## src/rtl/drac_pkg.sv

```systemverilog
// Shared SIMD issue types: instruction record, op classification and sequencer slot states.
package drac_pkg;

  localparam int SIMD_MUL_LAT = 2;

  typedef enum logic [3:0] {
    VADD    = 4'd0,
    VSUB    = 4'd1,
    VAND    = 4'd2,
    VOR     = 4'd3,
    VXOR    = 4'd4,
    VSLL    = 4'd5,
    VSRL    = 4'd6,
    VMUL    = 4'd7,
    VMULH   = 4'd8,
    VMULHU  = 4'd9,
    VMULHSU = 4'd10
  } instr_type_t;

  typedef struct packed {
    logic        valid;
    instr_type_t instr_type;
    logic [4:0]  vd;
    logic [15:0] tag;
  } rr_exe_simd_instr_t;

  typedef enum logic [1:0] {
    EMPTY = 2'd0,
    ISSUE = 2'd1,
    HOLD  = 2'd2
  } seq_state_t;

  function automatic logic is_simd_mul(input instr_type_t op);
    return op inside {VMUL, VMULH, VMULHU, VMULHSU};
  endfunction

endpackage

```

## src/rtl/simd_mul_tracker.sv

```systemverilog
// Fixed-depth shadow of the vmul pipeline: one {valid, instr} per stage, head = retiring op.
module simd_mul_tracker
  import drac_pkg::*;
#(
  parameter int MUL_LAT = SIMD_MUL_LAT
) (
  input  logic               clk,
  input  logic               srst,
  input  logic               flush,
  input  logic               push,
  input  rr_exe_simd_instr_t push_instr,
  output logic               head_valid,
  output rr_exe_simd_instr_t head_instr
);

  logic [MUL_LAT-1:0] valid_reg;
  logic [MUL_LAT-1:0] valid_next;
  rr_exe_simd_instr_t instr_reg  [MUL_LAT];
  rr_exe_simd_instr_t instr_next [MUL_LAT];

  genvar gi;
  generate
    for (gi = 0; gi < MUL_LAT; gi++) begin : g_stage
      if (gi == 0) begin : g_entry
        assign valid_next[gi] = push;
        assign instr_next[gi] = push_instr;
      end else begin : g_shift
        assign valid_next[gi] = valid_reg[gi-1];
        assign instr_next[gi] = instr_reg[gi-1];
      end
    end
  endgenerate

  // Only the valid bits need clearing; payload is ignored while invalid.
  always_ff @(posedge clk) begin
    if (srst || flush) begin
      valid_reg <= '0;
    end else begin
      valid_reg <= valid_next;
    end
    instr_reg <= instr_next;
  end

  assign head_valid = valid_reg[MUL_LAT-1];
  assign head_instr = instr_reg[MUL_LAT-1];

endmodule

```

## src/rtl/simd_fu_sequencer.sv

```systemverilog
// SIMD FU issue sequencer: single issue slot plus vmul tracker arbitrating the FU result mux.
// Optional performance counters are built when SIMD_SEQ_PERF_EN is defined.
module simd_fu_sequencer
  import drac_pkg::*;
#(
  parameter int MUL_LAT = SIMD_MUL_LAT,
  parameter int PERF_W  = 32
) (
  input  logic               clk_i,
  input  logic               rstn_i,
  input  logic               flush_i,
  input  logic               instr_valid_i,
  input  rr_exe_simd_instr_t instr_i,
  output logic               instr_ready_o,
  output rr_exe_simd_instr_t fu_instr_o,
  output rr_exe_simd_instr_t fu_sel_instr_o,
  output logic               result_valid_o,
  output rr_exe_simd_instr_t result_instr_o,
  output logic [PERF_W-1:0]  perf_issue_o,
  output logic [PERF_W-1:0]  perf_stall_o
);

  // rstn_i is active-high despite its name.
  logic srst;
  assign srst = rstn_i;

  seq_state_t         state_reg, state_next;
  rr_exe_simd_instr_t slot_reg, slot_next;
  logic               slot_mul;
  logic               slot_free;
  logic               nonmul_retire;
  logic               ready;
  logic               accept;
  logic               push;
  logic               head_valid;
  rr_exe_simd_instr_t head_instr;

  assign slot_mul = is_simd_mul(slot_reg.instr_type);
  assign push     = (state_reg == ISSUE) && slot_mul;

  simd_mul_tracker #(
    .MUL_LAT (MUL_LAT)
  ) u_tracker (
    .clk        (clk_i),
    .srst       (srst),
    .flush      (flush_i),
    .push       (push),
    .push_instr (slot_reg),
    .head_valid (head_valid),
    .head_instr (head_instr)
  );

  always_comb begin
    state_next    = state_reg;
    slot_next     = slot_reg;
    slot_free     = 1'b0;
    nonmul_retire = 1'b0;
    case (state_reg)
      EMPTY: slot_free = 1'b1;
      ISSUE: begin
        if (slot_mul) begin
          slot_free = 1'b1;
        end else if (!head_valid) begin
          nonmul_retire = 1'b1;
          slot_free     = 1'b1;
        end else begin
          state_next = HOLD;
        end
      end
      HOLD: begin
        // A retiring mul owns the result mux; the held op just waits.
        if (!head_valid) begin
          nonmul_retire = 1'b1;
          slot_free     = 1'b1;
        end
      end
      default: slot_free = 1'b1;
    endcase

    ready  = !flush_i && !srst && slot_free;
    accept = instr_valid_i && ready;

    if (slot_free) begin
      state_next = accept ? ISSUE : EMPTY;
      if (accept) begin
        slot_next = instr_i;
      end
    end
    if (flush_i) begin
      state_next = EMPTY;
    end
  end

  always_ff @(posedge clk_i) begin
    if (srst) begin
      state_reg <= EMPTY;
      slot_reg  <= '0;
    end else begin
      state_reg <= state_next;
      slot_reg  <= slot_next;
    end
  end

  assign instr_ready_o  = ready;
  assign fu_instr_o     = (!srst && state_reg != EMPTY) ? slot_reg : '0;
  assign result_valid_o = !srst && (head_valid || nonmul_retire);
  assign fu_sel_instr_o = srst          ? '0 :
                          head_valid    ? head_instr :
                          nonmul_retire ? slot_reg : '0;
  assign result_instr_o = fu_sel_instr_o;

`ifdef SIMD_SEQ_PERF_EN
  logic [PERF_W-1:0] perf_issue_reg;
  logic [PERF_W-1:0] perf_stall_reg;

  // Counters survive flush; only reset clears them.
  always_ff @(posedge clk_i) begin
    if (srst) begin
      perf_issue_reg <= '0;
      perf_stall_reg <= '0;
    end else begin
      if (result_valid_o) begin
        perf_issue_reg <= perf_issue_reg + 1'b1;
      end
      if (state_reg == HOLD) begin
        perf_stall_reg <= perf_stall_reg + 1'b1;
      end
    end
  end

  assign perf_issue_o = perf_issue_reg;
  assign perf_stall_o = perf_stall_reg;
`else
  assign perf_issue_o = '0;
  assign perf_stall_o = '0;
`endif

endmodule

```

## config.mk

```make
export PLATFORM = sky130hd
export DESIGN_NAME = simd_fu_sequencer
export DESIGN_NICKNAME = d
export VERILOG_FILES = /design/src/rtl/drac_pkg.sv /design/src/rtl/simd_mul_tracker.sv /design/src/rtl/simd_fu_sequencer.sv
export SDC_FILE = /design/constraint.sdc
export NUM_CORES = 1
export LEC_CHECK = 0
export BUFFER_PORTS_ARGS = -buffer_cell sky130_fd_sc_hd__buf_2
export CAP_MARGIN = 20
export CORE_MARGIN = 2
export CORE_UTILIZATION = 29
export DETAILED_ROUTE_END_ITERATION = 16
export MAX_ROUTING_LAYER = met4
export PLACE_DENSITY = 0.53
export RECOVER_POWER = 50
export SLEW_MARGIN = 15
export SYNTH_ARGS = -nofsm -noshare
export SYNTH_HDL_FRONTEND = slang
export SYNTH_HIERARCHICAL = 1
export SYNTH_SLANG_ARGS = --single-unit
```

## constraint.sdc

```tcl
create_clock -name clk_i -period 1.9 [get_ports clk_i]
set_clock_uncertainty 0.1 [all_clocks]
set_input_delay 0.19 -clock clk_i [delete_from_list [all_inputs] [get_ports clk_i]]
set_output_delay 0.19 -clock clk_i [all_outputs]
set_load 0.01 [all_outputs]
```

==> flow_summary.toml <==
[min_path]
hold_class = "primary input to flop"
min_from = "instr_i[24]"

[worst_setup_path]
worstSetupEndpointType = "output pin"
cp_max_fo = 6
crit_start = "slot_reg[21]"
required_ps = 1610
rr_startpoint = "state_reg[0]"
cp-start-kind = "flop"
worstSetupPathType = "flop to output pin"
critPathArrivalTime_ps = 1880

[pwr]
internal_power_mw = 3.09
leakagePower_nw = 2.82
power_switching_uw = 920
power.density_mw_per_mm2 = 725
power_mw = 4.01
switching_share_pct = 23.0
power_frac_seq_pct = 46.4
vdd_drop_max_v = 0.000382
clock_power_share_pct = 42.0
power_frac_comb_pct = 11.6

[cts]
h-tree-depth = 3
insertion_delay_ps = 330
cts_tree = "yes"
cts-root-buf = "clkbuf_16"
clkSinkCount = 82
cts_buffers = 9
clk_path_buf_depth = 2
path_clk_slew_ps = 60

[final_layout]
drive_above_1_share_pct = 49.1
antenna_cells = 0
final_common_cell = "buf_2"
layout_common_cells = "buf_2, dfxtp_1, conb_1"
nets = 532
final_cell_count_no_fill = 675
utilization_pct = 43.8
fill_cells = 1189
fin_area_mm2 = 0.00553
syn_to_final_growth_pct = 47.9

[sta]
layout_min_cycle_time_ps = 2170
maxSlewViolCount = 0
setup_viol = 80
period_share_pct = 114
worst_slack_ps = -266
hold_viol = 0
rsz0062_at_grt = "true"
max_freq_ghz = 0.462
finalSetupTns_ps = -13980

[grt]
grt_first_pass_wirelength_um = 13900
first_global_vias = 2602
grt_max_degree = 17
antenna_found_initial = 0
grt.total_usage_pct = 13.3
gr-total-overflow = 0

[status]
violations = "negative setup slack"
status = "finished with violations"

[synth]
synth_edf_count = 0
synthCells = 353
ys_ff_latch = 82
syn-cell-area_mm2 = 0.00374
synth_top_area_share_pct = 43.9
ys_seq_area_share_pct = 43.9
yosysTopAreaCell = "dfxtp_1"
synthTopCellsByArea = "dfxtp_1, buf_4, mux2_4"
yosysUniqueCellTypes = 32
yosys_warnings = 6
synthArstFlopShare_pct = 0
synthFlopType = "dfxtp_1"
avgSynthCellArea_um2 = 10.6

[detailed_routing]
first_iter_violations = 59
vias_per_cell = 3.90
firstDrtPassIters = 4
routedWlPerCell_um = 13.0
dr_total_vias = 2633
wl_um = 8770
drcViolationCount = 0
antenna_left = 0

[floorplan]
fp-row-count = 41
ioPinCount = 174
die_h_um = 118
die_w_um = 118
initial_core_util_pct = 29.6
dieArea_mm2 = 0.0138
fp.coreArea_mm2 = 0.0126

[place]
dpl.hpwl_um = 6100
placedCellCount = 618
port_buffers = 109
gp_congestion = 0.726
dpl_cell_area_mm2 = 0.00451

[run]
max-cap-violations = 0
cell type report:
class	instances	area [um2]	share of cell area (%)
repair buffers	178	1340	24.3
clock buffers	12	246	4.46
well taps	172	215	3.89
multi-input cells	224	2020	36.5
inverters	4	17.5	0.317
flip-flops and latches	82	1650	29.9
clock inverters	3	40.0	0.724
synthesized netlist by cell type (2+ instances only):
| cell | number |
|---|---|
| nor3_1 | 25 |
| ha_1 | 3 |
| buf_2 | 3 |
| nand2_1 | 5 |
| and2_1 | 27 |
| buf_6 | 2 |
| mux2_1 | 2 |
| dfxtp_1 | 82 |
| nor2_1 | 3 |
| mux2_2 | 7 |
| or3b_2 | 2 |
| nor3b_1 | 2 |
| inv_1 | 4 |
| o22ai_1 | 2 |
| mux2i_1 | 24 |
| clkbuf_1 | 10 |
| buf_4 | 91 |
| nor2b_1 | 27 |
| mux2_4 | 17 |
| a21oi_1 | 3 |
critical path: stages, from the launching register on:
cell	delay (ps)
dfxtp_2	330
and4b_1	220
a21oi_2	190
a211oi_4	100
buf_6	140
buf_12	140
buf_12	120
nor3_4	130
buf_2	160
per-stage QoR:
stage / hold slack, ps / worst slack [ps]
2_1_floorplan: 165 / -59.9
5_1_grt: 1.69 / -327
3_3_place_gp: 210 / -44.8
6_report: 5.48 / -266
4_1_cts: 0.585 / -254
3_5_place_dp: 212 / -120
metal layers:
layer / track usage (%) / vias up / wire length [um]
met2: 21.2 / 102 / 4280
met5: - / - / 0
met3: 3.20 / 9 / 472
met4: 4.22 / 0 / 80
met1: 16.6 / 1223 / 3930
li1: - / 1299 / -
power by group through the flow:
stage                     Combinational [mW]  Clock (mW)  Sequential (mW)
after floorplan                        0.333           0             1.88
after global placement                 0.333           0             1.89
after detailed placement               0.337           0             1.90
after CTS                              0.457        1.74             1.86
after global routing                   0.500        1.81             1.87
final                                  0.464        1.69             1.86
cell families after synthesis:
group           synth area share [%]
other cells                    0.100
buf+inv                         20.7
compound gates                  3.82
flops                           43.9
fa+ha+maj                       1.00
mux                             16.0
simple gates                    14.5
final timing paths:
path / end / slack [ps] / cells after the start
min: slot_reg[24] / 5 / 2
min reg2reg: u_tracker/head_instr[14] / 220 / 0
max reg2reg: slot_reg[25] / -220 / 9
max: fu_sel_instr_o[21] / -270 / 8
what timing repair did:
| action | CTS | global route |
|---|---|---|
| pin swaps | 17 | 4 |
| cloned | 2 | 0 |
| hold buffers | 24 | 0 |
| hold endpoints to repair | 24 | 0 |
| resized for setup | 56 | 21 |
| setup buffers | 18 | 6 |
| endpoints found under the setup margin | 80 | 82 |
(Power assumes the default switching activity.)
